`config.mk`:
```
export PLATFORM = sky130hd
export DESIGN_NAME = hyperspace_frame_ctrl
export DESIGN_NICKNAME = d
export VERILOG_FILES = /design/src/rtl/hyperspace_frame_ctrl.sv
export SDC_FILE = /design/constraint.sdc
export NUM_CORES = 1
export LEC_CHECK = 0
export ABC_AREA = 1
export CAP_MARGIN = 20
export CORE_ASPECT_RATIO = 1.1
export CORE_MARGIN = 8
export CORE_UTILIZATION = 35
export CTS_CLUSTER_SIZE = 24
export DETAILED_ROUTE_END_ITERATION = 8
export PLACE_DENSITY = 0.69
export SLEW_MARGIN = 20
export SYNTH_ARGS = -nofsm -noshare
export SYNTH_HDL_FRONTEND = slang
export SYNTH_SLANG_ARGS = --single-unit
```
`constraint.sdc`:
```
create_clock -name clock -period 1.6 [get_ports clock]
set_input_delay 0.48 -clock clock [delete_from_list [all_inputs] [get_ports clock]]
set_output_delay 0.48 -clock clock [all_outputs]
set_load 0.02 [all_outputs]
```
`src/rtl/hyperspace_frame_ctrl.sv`:
```
// hyperspace_frame_ctrl: frames the GPIO sample stream into the spectrometer datapath and counts spectrum beats back out.
module hyperspace_frame_ctrl #(
  parameter int IN_FRAME  = 2048,
  parameter int OUT_FRAME = 1536,
  parameter int IN_W      = 8,
  parameter int OUT_W     = 16
) (
  input  logic             clock,
  input  logic             resetb,
  input  logic             start,
  input  logic             abort,
  input  logic [7:0]       num_frames,
  input  logic             s_in_valid,
  output logic             s_in_ready,
  input  logic [IN_W-1:0]  s_in_data,
  input  logic             s_in_last,
  output logic             m_dp_valid,
  input  logic             m_dp_ready,
  output logic [IN_W-1:0]  m_dp_data,
  output logic             m_dp_last,
  input  logic             s_dp_valid,
  output logic             s_dp_ready,
  input  logic [OUT_W-1:0] s_dp_data,
  input  logic             s_dp_last,
  output logic             m_out_valid,
  input  logic             m_out_ready,
  output logic [OUT_W-1:0] m_out_data,
  output logic             m_out_last,
  output logic             busy,
  output logic             done,
  output logic [7:0]       frame_cnt,
  output logic             err_in_last,
  output logic             err_out_last
);
  localparam int ICW = $clog2(IN_FRAME);
  localparam int OCW = $clog2(OUT_FRAME);
  localparam logic [ICW-1:0] IN_LAST  = ICW'(IN_FRAME - 1);
  localparam logic [OCW-1:0] OUT_LAST = OCW'(OUT_FRAME - 1);
  typedef enum logic [1:0] {IDLE, FEED, DRAIN} state_t;
  state_t state_q, state_d;
  logic [7:0] nf_q, nf_d, frame_cnt_q, frame_cnt_d;
  logic [ICW-1:0] in_cnt_q, in_cnt_d;
  logic [OCW-1:0] out_cnt_q, out_cnt_d;
  logic err_in_q, err_in_d, err_out_q, err_out_d, out_done_q, out_done_d, done_q, done_d;
  logic in_en, out_en, in_at_last, out_at_last, in_acc, out_acc, frame_end;
  // abort closes every handshake in its own cycle so no beat is half-counted
  assign in_en       = (state_q == FEED) && !abort;
  assign out_en      = (state_q != IDLE) && !out_done_q && !abort;
  assign in_at_last  = in_cnt_q == IN_LAST;
  assign out_at_last = out_cnt_q == OUT_LAST;
  assign m_dp_valid  = in_en && s_in_valid;
  assign s_in_ready  = in_en && m_dp_ready;
  assign m_dp_data   = s_in_data;
  assign m_dp_last   = in_en && in_at_last;
  assign m_out_valid = out_en && s_dp_valid;
  assign s_dp_ready  = out_en && m_out_ready;
  assign m_out_data  = s_dp_data;
  assign m_out_last  = out_en && out_at_last;
  assign in_acc      = m_dp_valid && m_dp_ready;
  assign out_acc     = m_out_valid && m_out_ready;
  assign frame_end   = (in_acc && in_at_last && (out_done_q || (out_acc && out_at_last))) ||
                       ((state_q == DRAIN) && out_acc && out_at_last);
  assign busy         = state_q != IDLE;
  assign done         = done_q;
  assign frame_cnt    = frame_cnt_q;
  assign err_in_last  = err_in_q;
  assign err_out_last = err_out_q;
  always_comb begin
    state_d     = state_q;
    nf_d        = nf_q;
    frame_cnt_d = frame_cnt_q;
    in_cnt_d    = in_cnt_q;
    out_cnt_d   = out_cnt_q;
    err_in_d    = err_in_q;
    err_out_d   = err_out_q;
    out_done_d  = out_done_q;
    done_d      = 1'b0;
    if (in_acc) begin
      in_cnt_d = in_at_last ? '0 : in_cnt_q + ICW'(1);
      err_in_d = err_in_q || (s_in_last != in_at_last);
      state_d  = in_at_last ? DRAIN : state_q;
    end
    if (out_acc) begin
      out_cnt_d  = out_at_last ? '0 : out_cnt_q + OCW'(1);
      err_out_d  = err_out_q || (s_dp_last != out_at_last);
      out_done_d = out_done_q || out_at_last;
    end
    if (frame_end) begin
      frame_cnt_d = frame_cnt_q + 8'd1;
      out_done_d  = 1'b0;
      done_d      = (nf_q != 8'd0) && (frame_cnt_d == nf_q);
      state_d     = done_d ? IDLE : FEED;
    end
    if (state_q == IDLE && start && !abort) begin
      state_d     = FEED;
      nf_d        = num_frames;
      frame_cnt_d = 8'd0;
      err_in_d    = 1'b0;
      err_out_d   = 1'b0;
      in_cnt_d    = '0;
      out_cnt_d   = '0;
      out_done_d  = 1'b0;
    end
    if (abort) begin
      state_d    = IDLE;
      in_cnt_d   = '0;
      out_cnt_d  = '0;
      out_done_d = 1'b0;
      done_d     = 1'b0;
    end
  end
  always_ff @(posedge clock or negedge resetb) begin
    if (!resetb) begin
      state_q     <= IDLE;
      nf_q        <= 8'd0;
      frame_cnt_q <= 8'd0;
      in_cnt_q    <= '0;
      out_cnt_q   <= '0;
      err_in_q    <= 1'b0;
      err_out_q   <= 1'b0;
      out_done_q  <= 1'b0;
      done_q      <= 1'b0;
    end else begin
      state_q     <= state_d;
      nf_q        <= nf_d;
      frame_cnt_q <= frame_cnt_d;
      in_cnt_q    <= in_cnt_d;
      out_cnt_q   <= out_cnt_d;
      err_in_q    <= err_in_d;
      err_out_q   <= err_out_d;
      out_done_q  <= out_done_d;
      done_q      <= done_d;
    end
  end
endmodule
```
After elaboration in Yosys (flattened, before gate mapping)
Cells that the tools add are included.

Flip-flop bits (word level): 44. Memories kept: 0. Output and inout port bits: 42. RAM bits: 0. Latch bits: 0. ROM bits: 0. Input bits: 42.

Muxes and demuxes: 26. Bitwise logic cells: 0. Divide/modulo/power cells: 0. Reduce and logical (&&, ||, !) cells: 38. Magnitude comparators: 0. Add/sub/neg operators: 3. Shift operators: 0. $mul: 0. Equality and inequality tests: 7.

Operators with widths (count): $mux W11 (8); $add A11 B1 Y11 const B (2); $eq A11 B11 Y1 const B (2); $logic_and A1 B1 Y1 (19); $mux W8 (2); $reduce_bool A4 Y1 (3); $mux W1 (11); $mux W2 (5); $add A8 B1 Y8 const B (1); $eq A8 B8 Y1 (1); $reduce_bool A2 Y1 (4); $reduce_bool A8 Y1 (1); $reduce_bool A3 Y1 (2); $logic_or A1 B1 Y1 (5); $eq A2 B1 Y1 const B (1); $eq A2 B2 Y1 const B (1); $logic_not A1 Y1 (2); $logic_not A2 Y1 (1); $ne A1 B1 Y1 (2); $reduce_and A2 Y1 (1).

Depth between registers and ports, before layout
Depth after elaboration: 12. Gate-level depth with buffers: 12. Depth with buffers taken out: 12.

Least setup slack after synthesis
OpenSTA, ideal clock, no wires.

Path kind: flip-flop to output port. Start: register out_cnt_q[0]. End: output port m_out_last. Arrival time: 1.341 ns. Setup slack: -0.221 ns. Required time: 1.120 ns. Stages on the path, launching flop included: 8. Cell sequence: dfrtp_1 ha_1 nand2_2 nor2_4 nand2_4 nor2_8 nand3_4 nor2_1.

Cells in the longest elaborated chain, start to end: 2.

RTL lines: start: declaration (line 43) `logic [OCW-1:0] out_cnt_q, out_cnt_d;`; start signal: assignment (line 128) `out_cnt_q <= out_cnt_d;`; $eq A11 B11 Y1 (line 50) `assign out_at_last = out_cnt_q == OUT_LAST;`; $logic_and A1 B1 Y1 (line 58) `assign m_out_last = out_en && out_at_last;`; end: declaration (line 28) `output logic m_out_last,`.

Every way passes these cells.

Final worst setup path
Start: register out_cnt_q[1]. End: output port m_out_last.

The elaborated chain is that of the path after synthesis.

==> results.txt <==
post-route setup slack -> -0.396 ns
CTS tree -> built
unrepaired setup endpoints after global routing -> yes
Max FO, Critical Path -> 2
hpwl dp -> 5330 um
CTS root buf -> clkbuf_8
Layout area overhead -> 49.1%
Final Cell Area -> 0.00427 sq mm
VDD IR max -> 0.271 mV
top_reg_cell synth -> dfrtp_1
PwrDens -> 564 mW/mm^2
Mean Syn Cell Area -> 7.65 sq um
vias in the first global route -> 2790
CTS H-tree depth -> 2
met3 usage -> 2.14%
Post-Syn Instances -> 374
DRT Wirelength -> 7750 um
CP max stage cell -> dfrtp_1
Final period util -> 125%
CP startpoint kind -> flop
initial core utilization -> 36.2%
Slew Viols, Final -> 0
Core Area -> 0.00791 sq mm
Tightest Pin Transition -> 0.425 ns
clk_lat worst skew -> 0.30 ns
Synthesized Nets -> 419
WP data required -> 1.12 ns
ANT nets after route -> 0
max-cap viol count -> 0
DR vias -> 2774
CP dominant cell by count -> nor2_4
min Tclk post-route -> 2.00 ns
endpoints failing setup -> 38
fmax -> 501 MHz
GRT met2 Usage -> 25.3%
leading cell type in the layout, fill and taps excluded -> nand2_1
drt first pass iters -> 4
leakage -> 2.20 nW
placed instance area -> 0.00373 sq mm
share of layout cells above drive strength 1 -> 40.6%
Critical Path AT -> 1.52 ns
final hold vios -> 0
initial DRC count -> 103
Post-synth EDFFs -> 0
initial antenna violation count -> 0
die footprint -> 0.0113 sq mm
DR vias/cell -> 4.72
total global routing overflow -> 0
Synth cell types -> 40
Rows -> 34
TritonCTS Buffers -> 5
CP Capture Type -> primary output
setup TNS -> -9.08 ns
largest net degree at the start of global routing -> 45
top-area cell type share of the netlist area -> 38.5%
pre-CTS setup slack -> -0.772 ns
Placer Congestion -> 0.846
Clock Sinks -> 44
DRC -> 0
IO Count -> 84
reg-to-reg slack, setup -> -0.38 ns
Area contributors post-synth -> dfrtp_1 38%, nand2_1 12%, inv_1 6.6%, buf_4 6.3%, nand3_1 3.7%
most frequent cells in the layout -> 85 x nand2_1, 74 x buf_4, 45 x inv_1, 42 x dfrtp_1, 23 x buf_6
clk buf depth -> 2
Synth Cell Area -> 0.00286 sq mm
Worst Skew -> 0.00839 ns
IO buf count -> 35
Yosys reg bits -> 44
first-pass GRT wire length -> 12400 um
FFs w/ async S/R, synth -> 100%
HP Class -> in2async
WS Path Type -> reg2out
Post-CTS Hold Buffers -> 0
Worst-path clk slew -> 0.08 ns
nets -> 525
CP peak stage delay -> 0.37 ns
# diodes -> 0
Ys Warns -> 0
status -> finished, violations left
Tot GR Track Use -> 13.4%
Avg WL per Cell -> 13.2 um
failing checks -> setup timing
post-synthesis sequential area ratio -> 38.5%
# fillers -> 699
GRT busiest layer -> met2
Synth area leader -> dfrtp_1
CP Cell Sequence -> ha_2 > nand2_2 > nor2_4 > nand2_4 > nor2_8 > nand3_4 > nor2_4 > buf_6
met1 usage -> 14.0%
Slew headroom -> 71.6%
die span in x -> 102 um
Die Y -> 111 um
where the power goes:
group          switching (mW)  internal (mW)  total [mW]  leakage [nW]
clock network           0.376          0.385       0.761        0.0503
logic                   0.255          0.204       0.459          1.55
registers              0.0301           1.16        1.19         0.597
total                   0.661           1.74        2.41          2.20
flip-flops by register name, summed over array words and instances, names as in the netlist:
name,cells
err_in_last,1
nf_q,8
in_cnt_q,11
done,1
out_cnt_q,11
state_q,2
out_done_q,1
err_out_last,1
frame_cnt,8
stage by stage:
stage / hold slack (ns) / std cells / total power, mW / utilization, %
floorplan: 0.184 / 374 / 1.49 / -
global placement: 0.472 / 560 / 1.59 / 47.2
detailed placement: 0.478 / 560 / 1.60 / 47.2
CTS: 0.153 / 576 / 2.41 / 51.3
global route: 0.152 / 588 / 2.54 / 54.0
finish: 0.138 / 588 / 2.41 / 54.0
critical path, delay by kind of cell (launching register included):
kind	cells	cell delay [ns]
and+or+nand+nor	6	0.53
DFF	1	0.37
adders and majority gates	1	0.21
buffers and inverters	1	0.12
logic make-up (layout without fill, tap and decap cells):
kind of cell | Yosys count | in the layout | share of synthesized area (%)
AO/OA/AOI/OAI | 43 | 43 | 9.05
XOR/XNOR | 5 | 5 | 1.53
adder cells (fa/ha/maj) | 3 | 3 | 1.31
buffers and inverters | 86 | 192 | 15.1
flip-flops | 44 | 44 | 38.5
AND/OR/NAND/NOR | 193 | 193 | 34.6
synthesized netlist by cell type, types with 2 or more instances:
cell type,number
nand3_1,21
o21ai_1,8
xor2_1,3
nor2_4,6
inv_1,50
o21ai_0,12
a21oi_1,13
nand4_1,16
nand2_4,7
xnor2_1,2
nand2_2,3
buf_4,24
nor3_1,9
nand2_1,92
buf_6,2
nor2_2,4
o21a_1,2
dfrtp_1,44
nor2_1,24
ha_1,3
nand3_2,4
inv_2,7
per-layer routing:
layer  routed length [um]  up-vias
li1                     -     1387
met1                 2980     1320
met2                 4350       58
met3                  306        9
met4                  111        0
met5                    0        -
path summary, 6_finish.rpt:
kind,startpoint,end,depth (start not counted)
worst min-delay path,resetb,out_cnt_q[10]$_DFFE_PN0P_,2
worst max register to register,out_cnt_q[1]$_DFFE_PN0P_,frame_cnt[7]$_DFFE_PN0P_,13
max in group asynchronous,resetb,frame_cnt[1]$_DFFE_PN0P_,2
worst min register to register,out_cnt_q[6]$_DFFE_PN0P_,out_cnt_q[6]$_DFFE_PN0P_,2
min in group clock,out_cnt_q[6]$_DFFE_PN0P_,out_cnt_q[6]$_DFFE_PN0P_,2
worst max-delay path,out_cnt_q[1]$_DFFE_PN0P_,m_out_last,8
what timing repair did:
action	CTS	global route
setup endpoints to repair	54	45
endpoints found under the hold margin	0	0
setup buffers	11	17
gates cloned	0	0
pin swaps	32	34
resized for setup	110	40
cell type report:
class / count / area (sq um) / area share (%)
Tap cell: 108 / 135 / 3.17
Inverter: 58 / 240 / 5.63
Multi-Input combinational cell: 244 / 1600 / 37.5
Timing Repair Buffer: 127 / 1090 / 25.6
Clock buffer: 7 / 96.3 / 2.26
Sequential cell: 44 / 1100 / 25.9
Power figures use the tool's default switching activity.
